==> config.mk <==
export PLATFORM = sky130hd
export DESIGN_NAME = pipeline_interlock
export DESIGN_NICKNAME = d
export VERILOG_FILES = /design/src/rtl/simplerisc_pkg.sv /design/src/rtl/hazard_scoreboard.sv /design/src/rtl/pipeline_interlock.sv
export SDC_FILE = /design/constraint.sdc
export NUM_CORES = 1
export LEC_CHECK = 0
export CORE_ASPECT_RATIO = 1.25
export CORE_MARGIN = 1
export CORE_UTILIZATION = 38
export CTS_CLUSTER_DIAMETER = 120
export DETAILED_ROUTE_END_ITERATION = 16
export PLACE_DENSITY_LB_ADDON = 0.08
export SLEW_MARGIN = 20
export SYNTH_ARGS = -nofsm -noshare
export SYNTH_HDL_FRONTEND = slang
export SYNTH_HIERARCHICAL = 1
export SYNTH_SLANG_ARGS = --single-unit
==> constraint.sdc <==
create_clock -name clk -period 2.4 [get_ports clk]
set_input_delay 0.36 -clock clk [delete_from_list [all_inputs] [get_ports clk]]
set_output_delay 0.36 -clock clk [all_outputs]
set_load 0.05 [all_outputs]
==> src/rtl/simplerisc_pkg.sv <==
// Shared types for the SimpleRisc pipeline control blocks.
// Register width, link register and scoreboard/long-op types.
package simplerisc_pkg;

  localparam int REG_AW = 4;
  localparam logic [REG_AW-1:0] RA_REG = 4'd15;

  typedef struct packed {
    logic              v;
    logic [REG_AW-1:0] rd;
  } sb_entry_t;

  typedef enum logic [0:0] {
    LOP_IDLE = 1'b0,
    LOP_LONG = 1'b1
  } lop_state_t;

endpackage

==> src/rtl/hazard_scoreboard.sv <==
// Three-entry in-flight destination tracker (EX, MA, RW).
// Flags a RAW hazard for the instruction sitting in OF.
module hazard_scoreboard
  import simplerisc_pkg::*;
(
  input  logic              clk,
  input  logic              reset,
  input  logic              freeze,
  input  logic              flush,
  input  logic              of_valid,
  input  logic [REG_AW-1:0] of_rs1,
  input  logic [REG_AW-1:0] of_rs2,
  input  logic              of_use_rs1,
  input  logic              of_use_rs2,
  input  logic [REG_AW-1:0] of_rd,
  input  logic              of_wr_rd,
  output logic              data_stall
);

  sb_entry_t sb_ex;
  sb_entry_t sb_ma;
  sb_entry_t sb_rw;
  sb_entry_t sb_new;
  logic      rs1_hit;
  logic      rs2_hit;

  function automatic logic hit(
    input sb_entry_t         e,
    input logic [REG_AW-1:0] r
  );
    return e.v && (e.rd == r);
  endfunction

  // RW is matched too: the regfile write lands on the same edge OF reads.
  always_comb begin
    rs1_hit = hit(sb_ex, of_rs1) | hit(sb_ma, of_rs1)
            | hit(sb_rw, of_rs1);
    rs2_hit = hit(sb_ex, of_rs2) | hit(sb_ma, of_rs2)
            | hit(sb_rw, of_rs2);
    data_stall = of_valid
               & ((of_use_rs1 & rs1_hit)
               |  (of_use_rs2 & rs2_hit));
    sb_new = '0;
    if (of_valid & of_wr_rd & !data_stall & !flush) begin
      sb_new.v  = 1'b1;
      sb_new.rd = of_rd;
    end
  end

  always_ff @(posedge clk or negedge reset) begin
    if (!reset) begin
      sb_ex <= '0;
      sb_ma <= '0;
      sb_rw <= '0;
    end else if (!freeze) begin
      sb_rw <= sb_ma;
      sb_ma <= sb_ex;
      sb_ex <= sb_new;
    end
  end

endmodule

==> src/rtl/pipeline_interlock.sv <==
// Issue control beside OF: RAW stalls, long-op freeze, branch flush.
// Priority is freeze, then flush, then data stall.
module pipeline_interlock
  import simplerisc_pkg::*;
#(
  parameter int LONG_LAT = 4
) (
  input  logic              clk,
  input  logic              reset,
  input  logic              of_valid,
  input  logic [REG_AW-1:0] of_rs1,
  input  logic [REG_AW-1:0] of_rs2,
  input  logic              of_use_rs1,
  input  logic              of_use_rs2,
  input  logic [REG_AW-1:0] of_rd,
  input  logic              of_wr_rd,
  input  logic              ex_long_start,
  input  logic              ex_branch_taken,
  output logic              pc_hold,
  output logic              of_hold,
  output logic              ex_bubble,
  output logic              flush,
  output logic              freeze,
  output logic [15:0]       stall_count
);

  localparam int CW = (LONG_LAT > 2) ? $clog2(LONG_LAT) : 1;
  localparam logic [CW-1:0] CNT_INIT = CW'(LONG_LAT - 2);

  lop_state_t    state;
  logic [CW-1:0] cnt;
  logic          data_stall;

  hazard_scoreboard u_sb (
    .clk        (clk),
    .reset      (reset),
    .freeze     (freeze),
    .flush      (flush),
    .of_valid   (of_valid),
    .of_rs1     (of_rs1),
    .of_rs2     (of_rs2),
    .of_use_rs1 (of_use_rs1),
    .of_use_rs2 (of_use_rs2),
    .of_rd      (of_rd),
    .of_wr_rd   (of_wr_rd),
    .data_stall (data_stall)
  );

  // Gated by reset so a long op or branch seen in reset waits for release.
  always_comb begin
    freeze = 1'b0;
    if (reset) begin
      unique case (1'b1)
        (state == LOP_IDLE): freeze = ex_long_start;
        (state == LOP_LONG): freeze = (cnt != '0);
        default:             freeze = 1'b0;
      endcase
    end
    flush     = reset & ex_branch_taken & !freeze;
    pc_hold   = freeze | (data_stall & !flush);
    of_hold   = pc_hold;
    ex_bubble = !freeze & (flush | data_stall);
  end

  always_ff @(posedge clk or negedge reset) begin
    if (!reset) begin
      state <= LOP_IDLE;
      cnt   <= '0;
    end else begin
      unique case (1'b1)
        (state == LOP_IDLE): begin
          if (ex_long_start) begin
            state <= LOP_LONG;
            cnt   <= CNT_INIT;
          end
        end
        (state == LOP_LONG): begin
          if (cnt != '0) cnt <= cnt - CW'(1);
          else           state <= LOP_IDLE;
        end
        default: state <= LOP_IDLE;
      endcase
    end
  end

  always_ff @(posedge clk or negedge reset) begin
    if (!reset) begin
      stall_count <= '0;
    end else if (pc_hold && stall_count != 16'hFFFF) begin
      stall_count <= stall_count + 16'd1;
    end
  end

endmodule

==> impl_metrics.toml <==
[critical_path]
reg2regPathDepth = 10
crit_arrival_ns = 1.97
cp-start-kind = "flip-flop"
cp_max_fo = 4
worstSetupPathType = "reg -> out"
crit_required_ns = 2.04
r2r_end = "stall_count[13]$_DFFE_PN0P_"
rrSetupSlack_ns = 0.20
end_kind = "primary output"
r2r-start = "u_sb/sb_rw[3]$_DFFE_PN0N_"
critical_path.startpoint = "u_sb/sb_ma[3]$_DFFE_PN0N_"

[clock_network]
cts_tree = "yes"
htreeDepth = 2
cts_sinks = 34
clk_pin_slew_ns = 0.07
cts_inserted_buffers = 5
clk_path_buf_depth = 2
cts_hold_buf = 0
cts_root_buffer = "clkbuf_8"
clk_latency_ns = 0.29

[logic_synthesis]
ys_seq_elements = 34
postSynthCellCount = 171
synthFlopType = "dfrtp_1"
syn_area_per_cell_um2 = 10.7
yosysSeqAreaShare_pct = 46.4
async_flop_share_pct = 100
synth.distinct_cells = 32
synthesis.area_um2 = 1830
synth_commonest_cells = "dfrtp_1 (34), xor2_1 (21), nand2_1 (18), xnor2_1 (18), nand4_1 (15)"
synthMostInstantiatedCell = "dfrtp_1"
synth_nets = 193
yosys.area.top_type = "dfrtp_1"
synth-edff-count = 0
yosys_warnings = 6
synth.area.top_cells = "dfrtp_1 (46%), xor2_1 (10%), xnor2_1 (8.6%)"
yosys.area.top_type_share_pct = 46.4

[detailed_routing]
drc = 0
firstDrtPassIters = 6
routed-via-count = 1480
topRoutingLayerUsed = "met4"
vias_per_cell = 5.14
drt-met1-wl_um = 1680
routed_wl_um = 4260
wl_met3_um = 146
wire_per_inst_um = 14.8
wl_met2_um = 2320
ant_nets = 0
drt_iter0_markers = 101

[timing]
slew_headroom_pct = 65.9
finalCritPeriodShare_pct = 97.3
layout_setup_ws_ns = 0.0656
rsz0062_at_grt = "true"
fmax_mhz = 428
worstMarginPinSlew_ns = 0.509
maxSlewViolCount = 0
finalClockSkew_ns = 0.00590
fin_crit_ns = 2.33
finalHoldViolCount = 0
setup_viol = 0

[die]
core_area_um2 = 4530
rows = 27
initial_core_util_pct = 40.5
die_w_um = 64.1
io_pins = 41
dieArea_um2 = 5100
die_h_um = 79.6

[power_and_ir_drop]
vdd_ir_drop_max_mv = 0.644
power.density_nw_per_um2 = 982
power.total_mw = 2.53
p_leak_nw = 1.17

[hold_path]
hold_path.class = "in -> async"

[finish]
post-route-util_pct = 56.9
layout.area.seq_um2 = 851
multi_input_area_um2 = 967
diodes = 0
fill_cells = 410
fin_nets = 251
drive_gt1_share_pct = 23.9
area.growth.synth_to_final_pct = 40.7
layoutNonFillerInstCount = 288

[grt]
grt_pass1_wl_um = 7000
grt_util_all_layers_pct = 18.2
grt-ovfl-total = 0
grt_pass1_vias = 1545
antenna_found_initial = 0
grt_max_degree = 28

[outcome]
status = "finished, final reports clean"

[placement]
io_buffers = 40
detailedPlacementHpwl_um = 3110
gp_congestion = 0.828
place_ws_ns = -0.303
dpl.cell_count = 276

[flow_run]
cap_violations = 0
## stage by stage
stage          setup TNS (ns)  hold WS, ns  instance area (µm²)
3_5_place_dp            -3.34        0.490                 2400
3_3_place_gp            -2.78        0.488                 2400
2_1_floorplan               0       0.0644                 1830
6_report                    0        0.494                 2580
4_1_cts                     0        0.487                 2500
5_1_grt               -0.0815        0.523                 2580
## repair_timing
| action | in CTS | in global routing |
|---|---|---|
| pin swaps | 0 | 19 |
| resized for setup | 9 | 10 |
| endpoints found under the setup margin | 3 | 4 |
| buffers inserted | 0 | 4 |
## cells in the final DEF (no fill, tap or decap), types with 2 or more instances in the layout
cell type        instances
nand4_1                 15
nor3_2                   6
buf_6                    2
o31ai_1                  5
nand3_1                  5
xnor2_1                 18
clkbuf_8                 5
mux2_2                  11
nor3_1                   2
clkinv_2                 2
inv_1                    8
buf_4                   14
dlygate4sd2_1            8
buf_12                   4
clkdlybuf4s50_1         27
nor2_1                   5
ha_1                     2
dfrtp_1                 34
xor2_1                  20
nand2_1                 18
## final cells by class
type / count / share of cell area [%]
clock buffer: 5 / 2.67
multi-input combinational: 125 / 37.5
tap: 58 / 2.82
timing repair buffer: 55 / 21.3
inverter: 8 / 1.17
sequential: 34 / 33.0
clock inverter: 3 / 1.55
## critical path, cell delays in order (launching register included)
cell and delay [ns]:
dfrtp_1 0.43, xor2_1 0.24, nor3_2 0.06, nand4_1 0.09, nand4_2 0.12, o21a_1 0.21, a32o_2 0.25, buf_6 0.14
buf_12 0.14
## worst max-delay path by stage
stage | end | slack (ns) | depth (start not counted)
2_1_floorplan | stall_count[4]$_DFFE_PN0P_ | 0.1 | 10
3_3_place_gp | stall_count[4]$_DFFE_PN0P_ | -0.24 | 11
3_5_place_dp | stall_count[6]$_DFFE_PN0P_ | -0.30 | 11
4_1_cts | pc_hold | 0.02 | 8
5_1_grt | of_hold | -0.04 | 8
6_report | pc_hold | 0.07 | 8
## report_power, final
group / internal, mW / total [mW] / switching (mW)
clock: 0.306 / 0.518 / 0.213
sequential: 0.722 / 0.893 / 0.171
combinational: 0.516 / 1.12 / 0.603
## routing by layer
layer  up-vias  track usage [%]
li1        707                -
met1       728             19.3
met2        34             33.2
met3        11             5.00
met4         0             8.67
met5         -                0
## logic make-up after synthesis
family / Yosys count / synth area share, %
buffers and inverters: 12 / 3.14
flip-flops: 34 / 46.4
AO/OA/AOI/OAI: 12 / 5.46
multiplexers: 12 / 7.31
AND/OR/NAND/NOR: 60 / 17.6
adder cells (fa/ha/maj): 2 / 1.37
XOR/XNOR: 39 / 18.6
## sequential cells by signal (all words and copies together) (netlist names)
name,cells
u_sb/sb_rw,5
stall_count,16
u_sb/sb_ma,5
cnt,2
u_sb/sb_ex,5
state,1
Power figures use the tool's default switching activity.
